[config.mk]
export PLATFORM = sky130hd
export DESIGN_NAME = hdmi_video_timing
export DESIGN_NICKNAME = d
export VERILOG_FILES = /design/src/rtl/hdmi_video_timing.sv
export SDC_FILE = /design/constraint.sdc
export NUM_CORES = 1
export LEC_CHECK = 0
export ABC_AREA = 1
export BUFFER_PORTS_ARGS = -buffer_cell sky130_fd_sc_hd__buf_4
export CAP_MARGIN = 0
export CORE_UTILIZATION = 58
export DETAILED_ROUTE_END_ITERATION = 7
export GPL_TIMING_DRIVEN = 0
export PLACE_DENSITY = 0.78
export SYNTH_ARGS = -nofsm -noshare
export SYNTH_HDL_FRONTEND = slang
export SYNTH_SLANG_ARGS = --single-unit
[constraint.sdc]
create_clock -name clk -period 1.7 [get_ports clk]
set_clock_uncertainty 0.05 [all_clocks]
set_input_delay 0.17 -clock clk [delete_from_list [all_inputs] [get_ports clk]]
set_output_delay 0.17 -clock clk [all_outputs]
set_load 0.05 [all_outputs]
[src/rtl/hdmi_video_timing.sv]
// Raster timing generator for the HDMI pixel clock: waits for a synchronized,
// settled PLL lock, then emits registered sync, data-enable, coordinates and strobes.
module hdmi_video_timing #(
  parameter int H_ACTIVE      = 1280,
  parameter int H_FP          = 110,
  parameter int H_SYNC        = 40,
  parameter int H_BP          = 220,
  parameter int V_ACTIVE      = 720,
  parameter int V_FP          = 5,
  parameter int V_SYNC        = 5,
  parameter int V_BP          = 20,
  parameter bit H_POL         = 1'b1,
  parameter bit V_POL         = 1'b1,
  parameter int SETTLE_CYCLES = 1024
) (
  input  logic        clk,
  input  logic        rst,
  input  logic        pll_lock,
  output logic        running,
  output logic        hsync,
  output logic        vsync,
  output logic        de,
  output logic [11:0] x,
  output logic [10:0] y,
  output logic        line_start,
  output logic        frame_start
);

  localparam int H_TOTAL = H_ACTIVE + H_FP + H_SYNC + H_BP;
  localparam int V_TOTAL = V_ACTIVE + V_FP + V_SYNC + V_BP;
  localparam int SW      = (SETTLE_CYCLES > 1) ? $clog2(SETTLE_CYCLES) : 1;

  localparam logic [11:0]   H_LAST  = 12'(H_TOTAL - 1);
  localparam logic [10:0]   V_LAST  = 11'(V_TOTAL - 1);
  localparam logic [11:0]   H_ACT   = 12'(H_ACTIVE);
  localparam logic [10:0]   V_ACT   = 11'(V_ACTIVE);
  localparam logic [11:0]   HS_BEG  = 12'(H_ACTIVE + H_FP);
  localparam logic [11:0]   HS_END  = 12'(H_ACTIVE + H_FP + H_SYNC);
  localparam logic [10:0]   VS_BEG  = 11'(V_ACTIVE + V_FP);
  localparam logic [10:0]   VS_END  = 11'(V_ACTIVE + V_FP + V_SYNC);
  localparam logic [SW-1:0] ST_LAST = SW'(SETTLE_CYCLES - 1);

  typedef enum logic [1:0] {WAIT_LOCK, SETTLE, RUN} state_e;

  state_e        state_q, state_d;
  logic [SW-1:0] settle_q, settle_d;
  logic [11:0]   h_q, h_d;
  logic [10:0]   v_q, v_d;
  logic          lock_meta_q, lock_sync_q;

  logic          running_d, hsync_d, vsync_d, de_d, line_start_d, frame_start_d;
  logic [11:0]   x_d;
  logic [10:0]   y_d;
  logic          active;

  // State, counters, synchronizer and output registers.
  always_ff @(posedge clk) begin
    // NOTE: sequential state uses non-blocking assignments so every flop samples pre-edge values.
    if (rst) begin
      lock_meta_q <= 1'b0;
      lock_sync_q <= 1'b0;
      state_q     <= WAIT_LOCK;
      settle_q    <= '0;
      h_q         <= '0;
      v_q         <= '0;
      running     <= 1'b0;
      hsync       <= ~H_POL;
      vsync       <= ~V_POL;
      de          <= 1'b0;
      x           <= '0;
      y           <= '0;
      line_start  <= 1'b0;
      frame_start <= 1'b0;
    end else begin
      lock_meta_q <= pll_lock;
      lock_sync_q <= lock_meta_q;
      state_q     <= state_d;
      settle_q    <= settle_d;
      h_q         <= h_d;
      v_q         <= v_d;
      running     <= running_d;
      hsync       <= hsync_d;
      vsync       <= vsync_d;
      de          <= de_d;
      x           <= x_d;
      y           <= y_d;
      line_start  <= line_start_d;
      frame_start <= frame_start_d;
    end
  end

  // The first clock with synced lock high counts as settle clock 0.
  always_comb begin
    // NOTE: every combinational output gets a default first, so no path leaves one unassigned (no latch).
    state_d  = state_q;
    settle_d = settle_q;
    h_d      = h_q;
    v_d      = v_q;
    unique case (state_q)
      WAIT_LOCK: begin
        settle_d = '0;
        h_d      = '0;
        v_d      = '0;
        if (lock_sync_q) begin
          if (SETTLE_CYCLES == 1) begin
            state_d = RUN;
          end else begin
            state_d  = SETTLE;
            settle_d = SW'(1);
          end
        end
      end
      SETTLE: begin
        if (!lock_sync_q) begin
          state_d  = WAIT_LOCK;
          settle_d = '0;
        end else if (settle_q == ST_LAST) begin
          state_d  = RUN;
          settle_d = '0;
          h_d      = '0;
          v_d      = '0;
        end else begin
          settle_d = settle_q + 1'b1;
        end
      end
      RUN: begin
        if (!lock_sync_q) begin
          state_d = WAIT_LOCK;
          h_d     = '0;
          v_d     = '0;
        end else if (h_q == H_LAST) begin
          h_d = '0;
          v_d = (v_q == V_LAST) ? '0 : v_q + 1'b1;
        end else begin
          h_d = h_q + 1'b1;
        end
      end
      default: state_d = WAIT_LOCK;
    endcase
  end

  // Gating on the synced lock idles the outputs on the edge right after lock is lost.
  always_comb begin
    active        = (state_q == RUN) && lock_sync_q;
    running_d     = active;
    de_d          = active && (h_q < H_ACT) && (v_q < V_ACT);
    hsync_d       = (active && (h_q >= HS_BEG) && (h_q < HS_END)) ? H_POL : ~H_POL;
    vsync_d       = (active && (v_q >= VS_BEG) && (v_q < VS_END)) ? V_POL : ~V_POL;
    line_start_d  = active && (h_q == '0);
    frame_start_d = active && (h_q == '0) && (v_q == '0);
    x_d           = de_d ? h_q : '0;
    y_d           = de_d ? v_q : '0;
  end

endmodule

======== Yosys cells after proc, flatten, opt, wreduce, memory -nomap -nowiden ========
Index checks and enable logic that the tools add are counted.
storage, ports and cells
  bits of input ports ..................... 3
  bits in registers ....................... 66
  output and inout port bits .............. 29
  word-level logic and storage cells ...... 75
operators by class
  reductions and logical operators ........ 18
  multiplexer cells ....................... 22
  add/sub/neg operators ................... 3
  equal/unequal tests ..................... 11
  $lt $le $gt $ge ......................... 6
  bitwise operators ....................... 1
operators by type and width
  cell                                                                  count
  2-to-1 mux 11 bit                                                     5
  2-to-1 mux 12 bit                                                     4
  case mux 12 bit (3 select lines)                                      1
  case mux 11 bit (3 select lines)                                      1
  less-than comparator 12 x 11 -> 1 bit (second input constant)         2
  less-than comparator 11 x 10 -> 1 bit (second input constant)         2
  2-to-1 mux 10 bit                                                     2
  case mux 10 bit (2 select lines)                                      1
  adder 12 x 1 -> 12 bit (second input constant)                        1
  == test 12 x 11 -> 1 bit (second input constant)                      1
  greater-or-equal comparator 12 x 11 -> 1 bit (second input constant)  1
  zero test 12 bit                                                      1
  adder 11 x 1 -> 11 bit (second input constant)                        1
  == test 11 x 10 -> 1 bit (second input constant)                      1
  greater-or-equal comparator 11 x 10 -> 1 bit (second input constant)  1
  zero test 11 bit                                                      1
  adder 10 x 1 -> 10 bit (second input constant)                        1
  == test 10 bit (second input constant)                                1
  logical AND 1 bit                                                     9
  2-to-1 mux 2 bit                                                      4
  inequality test 2 bit (second input constant)                         4
  inequality test 3 bit (second input constant)                         2
  case mux 2 bit (3 select lines)                                       1
  AND reduction 3 bit                                                   2
  9 further kinds                                                       11

======== Longest topological paths before layout ========
Gate-level depths: netlist of run 1.
  depth in word-level cells ............... 6
  gate-level depth with buffers ........... 12
  depth with buffers taken out ............ 11

======== Worst setup path after synthesis of run 1 ========
Ideal clock, no wire load.
  path kind ............................... reg2reg
  start ................................... register settle_q[1]
  end ..................................... register v_q[1]
  period minus slack after synthesis ...... 1508 ps
  data arrival time ....................... 1345 ps
  slack ................................... 192 ps
  buffers on the path ..................... 1
  stages on the path, launching flop included .. 12
  setup time .............................. 113 ps
  cell sequence ........................... dfxtp_1 -> ha_1 -> inv_1 -> nor2_1 -> nand3_2 -> nand2_2 -> nand2_4 -> nor2_8 -> buf_8 -> nand2_1 -> nand2_1 -> nor2_1
on the way
  longest elaborated chain between the ends .. 3
ends and longest elaborated chain
  element                          line  source
  start, declared                  46    logic [SW-1:0] settle_q, settle_d;
  start signal, assigned           78    settle_q <= settle_d;
  == test 10 bit                   117   end else if (settle_q == ST_LAST) begin
  inequality test 2 bit (no line)  --
  AND reduction 4 bit (no line)    --
  end signal, assigned             80    v_q <= v_d;
  end, declared                    48    logic [10:0] v_q, v_d;
No other way between the ends.
A chain may end at the register's enable or synchronous reset.

======== Final worst setup path of run 1 ========
  start ................................... register v_q[1]
  end ..................................... register v_q[9]
on the way
  longest elaborated chain between the ends .. 5
  elaborated cells on any way between the ends .. 6
  classes of those cells .................. 1 x add/sub; 1 x eq/ne; 4 x mux
ends and longest elaborated chain
  element                                                             line  source
  adder 11 x 1 -> 11 bit or == test 11 x 10 -> 1 bit (tied branches)  133   v_d = (v_q == V_LAST) ? '0 : v_q + 1'b1;
  2-to-1 mux 11 bit (*)                                               133
  2-to-1 mux 11 bit (*)                                               131   end else if (h_q == H_LAST) begin
  2-to-1 mux 11 bit (*)                                               127   if (!lock_sync_q) begin
  case mux 11 bit (3 select lines) (*)                                99    unique case (state_q)
Mark *: on every way between the ends. The rest lies on a longest branch, timed or not. The select of a mux whose other input is x is not followed.

==> results of run 1 <==
[power by group]
part | total, uW | leakage (uW) | switching (uW) | internal, uW
clock | 1290 | 0.0000956 | 629 | 659
combinational | 119 | 0.000979 | 74.5 | 44.4
sequential | 1560 | 0.000537 | 9.34 | 1550
total | 2970 | 0.00161 | 713 | 2260
[metrics by stage]
step	std cells	total power, uW	area [um2]	utilization [%]	worst slack [ps]
6_report	565	2970	3800	73.93	85.59
5_1_grt	565	3058	3800	73.93	-6.144
4_1_cts	563	2980	3717	72.32	5.973
3_5_place_dp	542	1700	3435	66.82	-28.92
3_3_place_gp	542	1700	3435	66.82	-35.21
2_1_floorplan	442	1674	3122	-	192.4
[cell usage after synthesis (all sizes together)]
cell      n  area share (%)
nor4      2            0.40
buf      11             2.1
xor2      4             1.1
o211ai    1            0.24
a31oi     1            0.20
nor3b     2            0.48
inv      50             6.0
nand4    17             3.4
a21oi    22             3.8
nand2   110              14
ha        7             2.8
a21boi    1            0.36
xnor2     1            0.28
nand3b    3            0.72
o21bai    1            0.24
nand3    29             5.0
dfxtp    66              42
nor3     13             2.2
nor2     84              11
o31ai     2            0.48
clkbuf    1            0.12
conb      1            0.12
a211oi    1            0.24
o21ai    11             1.8
[cell type report]
cell class,instances,area (um2)
Tap cell,70,87.58
Multi-Input combinational cell,314,1600
Sequential cell,66,1333
Fill cell,415,1340
Buffer,12,75.07
Clock inverter,4,32.53
Timing Repair Buffer,37,312.8
Inverter,50,193.9
Clock buffer,12,165.2
[metal layers]
layer  part of all wire, %  vias to the layer above  GRT usage (%)  wire length, um
met1                    45                     1349          33.75             3105
met3                   5.4                       17          5.026              377
li1                      -                     1510              -                -
met5                     0                        -              0                0
met2                    47                      107          39.29             3280
met4                   2.7                        0          15.23              187
[logic make-up after synthesis]
family	after synthesis
compound gates	40
xor+xnor	5
fa+ha+maj	7
buf+inv	62
flops	66
other cells	1
simple gates	260
[flip-flops by register name, summed over array words and instances, names as in the netlist]
name and cells:
x 12, de 1, y 11, lock_sync_q 1, h_q 12, v_q 11, frame_start 1, vsync 1
running 1, line_start 1, state_q 2, hsync 1, lock_meta_q 1, settle_q 10
[worst max path at each step]
stage | start | endpoint | slack (ps) | cells after the start
2_1_floorplan | settle_q[1] | v_q[1] | 190 | 11
3_3_place_gp | v_q[1] | v_q[6] | -40 | 9
3_5_place_dp | v_q[1] | v_q[6] | -30 | 9
4_1_cts | h_q[1] | v_q[3] | 6 | 11
5_1_grt | v_q[1] | v_q[6] | -6 | 10
6_report | v_q[1] | v_q[9] | 90 | 10
[worst reg2reg max path, stage by stage, from the launching register on]
cell and delay (ps):
dfxtp_2 360, inv_1 120, ha_1 190, inv_1 90
nor3_4 210, a21boi_2 70, buf_4 170, nand3_1 80
nand2_1 60, nand2_1 70, nor2_1 40
[timing repair]
item	CTS	global route
endpoints found under the setup margin	12	42
hold buffers	1	0
gates cloned	1	0
buffers inserted	3	2
gates resized for setup	7	22
pin swaps	5	6
endpoints found under the hold margin	1	0
==> summary.md, run 1 <==
| Metric | Value |
|---|---|
| Mapped Area | `0.003118 mm2` |
| Detailed Route Iter0 Violations | `253` |
| Complex-gate fraction of the synthesized area | `7.303%` |
| Root buf cell | `clkbuf_8` |
| Critical-path cell list | `inv_1, ha_1, inv_1, nor3_4, a21boi_2, buf_4, nand3_1, nand2_1, nand2_1, nor2_1` |
| Hold_sp | `rst` |
| GRT Util Overall | `25.68%` |
| Setup Crit Path Kind | `reg -> reg` |
| DR pass1 iterations | `5` |
| Clock Pin Slew Worst Setup and Hold Paths | `80 ps` |
| Final setup violating endpoints | `0` |
| Max-slew violations | `0` |
| Layout cells sized above 1 | `21.41%` |
| Bufs on Longest Clock Path | `2` |
| Relative slew slack | `61.31%` |
| Clock sink count | `66` |
| Final period utilization | `94.97%` |
| Delay of the slowest cell on the worst path | `360 ps` |
| Slowest cell on the critical path | `dfxtp_2` |
| Area of the die | `0.005673 mm2` |
| Hold Path Class | `in -> reg` |
| Dpl hpwl | `4765 um` |
| Startpoint types | `flop` |
| Vias in the first global route | `2485` |
| Vias | `2983` |
| Endpoint class of the critical path | `flop` |
| Worst R2R Start | `v_q[1]` |
| Most frequent cells in the layout | `102 x nand2_1, 74 x nor2_1, 59 x dfxtp_1` |
| Gpl congestion | `0.8839` |
| Yosys reg bits | `66` |
| Worst Hold Path EP | `h_q[1]` |
| Post-synthesis mux area share | `0%` |
| Peak supply drop | `0.5198 mV` |
| Worst skew pair latency | `350 ps` |
| I/O pin count | `32` |
| Cell variety after synth | `37` |
| Critical path data required time | `1910 ps` |
| Die Y | `75.32 um` |
| Reg2reg setup slack | `90 ps` |
| Avg WL per Cell | `12.30 um` |
| Setup TNS | `0 ps` |
| Chip Width | `75.32 um` |
| Largest family of logic cells by synthesized area | `simple AND/OR/NAND/NOR gates` |
| Synth Area in Simple Gates | `37.72%` |
| Largest delay share family, worst path | `simple AND/OR/NAND/NOR gates` |
| Share of the yosys chip area belonging to registers | `42.38%` |
| Crit path max fanout | `7` |
| Hold Crit Depth | `2` |
| Crit path arrival time | `1820 ps` |
| Global route overflow | `0` |
| Starting Density | `60.66%` |
| Post-synthesis xor/xnor area fraction | `1.404%` |
| Most common cell after layout, fill and taps aside | `nand2_1` |
| Core area | `0.005140 mm2` |
| Hold Violations, Final | `0` |
| Largest net degree at the start of global routing | `13` |
| Fmax | `619.4 MHz` |
| DRC violations left | `0` |
| Post-Syn Instances | `441` |
| Slew of the pin with the lowest slew margin | `580.3 ps` |
| First-pass GRT wire length | `10920 um` |
| # port buffers | `30` |
| Syn_area_per_cell | `7.070 um2` |
| Synth Area in Adders | `2.809%` |
| Crit path time final | `1614 ps` |
| CTS Buf Count | `9` |
| Worst R2R End | `v_q[9]` |
| Total power density per cell area | `781.7 mW/mm2` |
| Nets | `500` |
| CP bufs+invs | `3` |
| Via-to-Cell Ratio | `5.280` |
| Maxcap violations | `0` |
| Worst hold slack | `42.02 ps` |
| Leak | `0.001611 uW` |
| Layout area overhead | `21.87%` |
| TritonCTS clock tree | `built` |
| Initial antenna violation count | `0` |
| # H-tree levels | `3` |
| Remaining antenna violation count after routing | `0` |
| Synth warn | `0` |
| Worst r2r path cells | `10` |
| Status | `finished, final reports clean` |
| Row count | `26` |
| Antenna diode count | `0` |
| Routed wire length | `6951 um` |
No activity file was read; power rests on OpenSTA's default activity.
==> inputs of run 2 (changes only) <==
--- a/config.mk
+++ b/config.mk
@@ -11,7 +11,7 @@
 export CORE_UTILIZATION = 58
 export DETAILED_ROUTE_END_ITERATION = 7
 export GPL_TIMING_DRIVEN = 0
-export PLACE_DENSITY = 0.78
+export PLACE_DENSITY = 0.89
 export SYNTH_ARGS = -nofsm -noshare
 export SYNTH_HDL_FRONTEND = slang
 export SYNTH_SLANG_ARGS = --single-unit
==> summary.md, run 2 (synthesized netlist as in run 1, its figures left out) <==
| Metric | Value |
|---|---|
| Top flop regs | `h_q x12, x x12` |
| Detailed Route Iter0 Violations | `203 (-20%)` |
| Hold Crit Depth | `2 (unchanged)` |
| Row count | `26 (unchanged)` |
| Starting Density | `60.66% (unchanged)` |
| # port buffers | `30 (unchanged)` |
| Setup Crit Path Kind | `reg -> reg` |
| DR pass1 iterations | `5 (unchanged)` |
| Vias in the first global route | `2680 (+7.8%)` |
| Endpoint class of the critical path | `flop` |
| Gpl congestion | `0.9288 (+5.1%)` |
| Largest net degree at the start of global routing | `13 (unchanged)` |
| TritonCTS clock tree | `built` |
| Status | `finished, final reports clean` |
| Core area | `0.005140 mm2 (unchanged)` |
| Root buf cell | `clkbuf_8` |
| Via-to-Cell Ratio | `5.325 (+0.85%)` |
| Hold Violations, Final | `0 (unchanged)` |
| Area of the die | `0.005673 mm2 (unchanged)` |
| Worst skew pair latency | `350 ps (about the same)` |
| Fmax | `622.0 MHz (+0.41%)` |
| Relative slew slack | `60.00% (-1.3 points)` |
| Startpoint types | `flop` |
| Nets | `505 (+1.0%)` |
| Hold Path Class | `in -> reg` |
| Fill cells | `405 (-2.4%)` |
| Worst r2r path cells | `12 (+2)` |
| Bufs on Longest Clock Path | `2 (unchanged)` |
| Leak | `0.001624 uW (+0.78%)` |
| # H-tree levels | `3 (unchanged)` |
| Routed wire length | `7374 um (+6.1%)` |
| Vias | `3035 (+1.7%)` |
| Crit path max fanout | `5 (-2)` |
| Critical path data required time | `1900 ps (about the same)` |
| Final setup violating endpoints | `0 (unchanged)` |
| Layout area overhead | `21.99% (about the same)` |
| DRC violations left | `0 (unchanged)` |
| GRT Util Overall | `28.60% (+2.9 points)` |
| Die Y | `75.32 um (unchanged)` |
| Most common cell after layout, fill and taps aside | `nand2_1` |
| Most frequent cells in the layout | `101 x nand2_1, 73 x nor2_1, 59 x dfxtp_1` |
| Antenna diode count | `0 (unchanged)` |
| Remaining antenna violation count after routing | `0 (unchanged)` |
| CTS Buf Count | `9 (unchanged)` |
| Dpl hpwl | `5252 um (+10%)` |
| Maxcap violations | `0 (unchanged)` |
| Chip Width | `75.32 um (unchanged)` |
| Avg WL per Cell | `12.94 um (+5.2%)` |
| Setup TNS | `0 ps (unchanged)` |
| Reg2reg setup slack | `90 ps (about the same)` |
| Initial antenna violation count | `0 (unchanged)` |
| Clock sink count | `66 (unchanged)` |
| Global route overflow | `0 (unchanged)` |
| Crit path time final | `1608 ps (-6.582 ps)` |
| Clock Pin Slew Worst Setup and Hold Paths | `70 ps (about the same)` |
| Final core occ | `74.00% (about the same)` |
| Slew of the pin with the lowest slew margin | `600.0 ps (+19.66 ps)` |
| Peak supply drop | `0.4741 mV (-8.8%)` |
| Crit path arrival time | `1800 ps (-20 ps)` |
| Total power density per cell area | `746.0 mW/mm2 (-4.6%)` |
| Power Total | `2837 uW (-4.5%)` |
| Max-slew violations | `0 (unchanged)` |
| I/O pin count | `32 (unchanged)` |
| First-pass GRT wire length | `11910 um (+9.0%)` |
| Layout cells sized above 1 | `22.60% (+1.2 points)` |
| Final period utilization | `94.58% (-0.39 points)` |
-- run 2: what timing repair did --
item	CTS	global route
cloned	1	1
hold buffers	1	0
setup endpoints to repair	8	44
pin swaps	5	9
endpoints found under the hold margin	1	0
resized for setup	6	26
setup buffers	4	5
-- run 2: power breakdown --
group          internal, uW  total, uW  switching [uW]
Clock                   528       1150             621
Combinational          46.4        123            77.0
Sequential             1560       1560            9.72
Total                  2130       2840             708
-- run 2: layout make-up --
type,instances,area (um2),share of cell area [%]
Clock inverter,6,41.29,1.086
Timing Repair Buffer,42,347.8,9.145
Multi-Input combinational cell,314,1600,42.07
Clock buffer,10,127.6,3.355
Inverter,50,187.7,4.934
Tap cell,70,87.58,2.303
Buffer,12,78.83,2.072
Sequential cell,66,1333,35.03
-- run 2: worst max-delay path, stage by stage, from the launching register on --
cell and delay, ps:
dfxtp_2 330, inv_2 70, ha_2 180, nand2_1 60, nor2_2 100, nand3_2 100
nand2_4 90, nand2_4 60, nor2_8 170, buf_12 140, nand2_1 60, nand2_1 50
nor2_1 40
-- run 2: routing by layer --
metal | up-vias | track usage, % | part of all wire (%)
met5 | - | 0 | 0
met2 | 105 | 45.34 | 48
met1 | 1389 | 36.76 | 45
met4 | 0 | 15.23 | 3.2
li1 | 1520 | - | -
met3 | 21 | 5.820 | 4.5
-- run 2: through the flow --
step | hold slack, ps | cell area [um2] | worst slack, ps | instances
after global placement | 325.1 | 3435 | -14.22 | 542
after CTS | 48.52 | 3690 | 24.02 | 564
after detailed placement | 345.3 | 3435 | -50.48 | 542
after global routing | 54.99 | 3804 | -17.45 | 570
after floorplan | 227.0 | 3122 | 192.4 | 442
final | 57.67 | 3804 | 92.18 | 570
-- run 2: final timing paths --
| path | startpoint | endpoint |
|---|---|---|
| max | h_q[1] | v_q[8] |
| min | rst | h_q[1] |
| max reg2reg | h_q[1] | v_q[8] |
| min reg2reg | lock_meta_q | lock_sync_q |
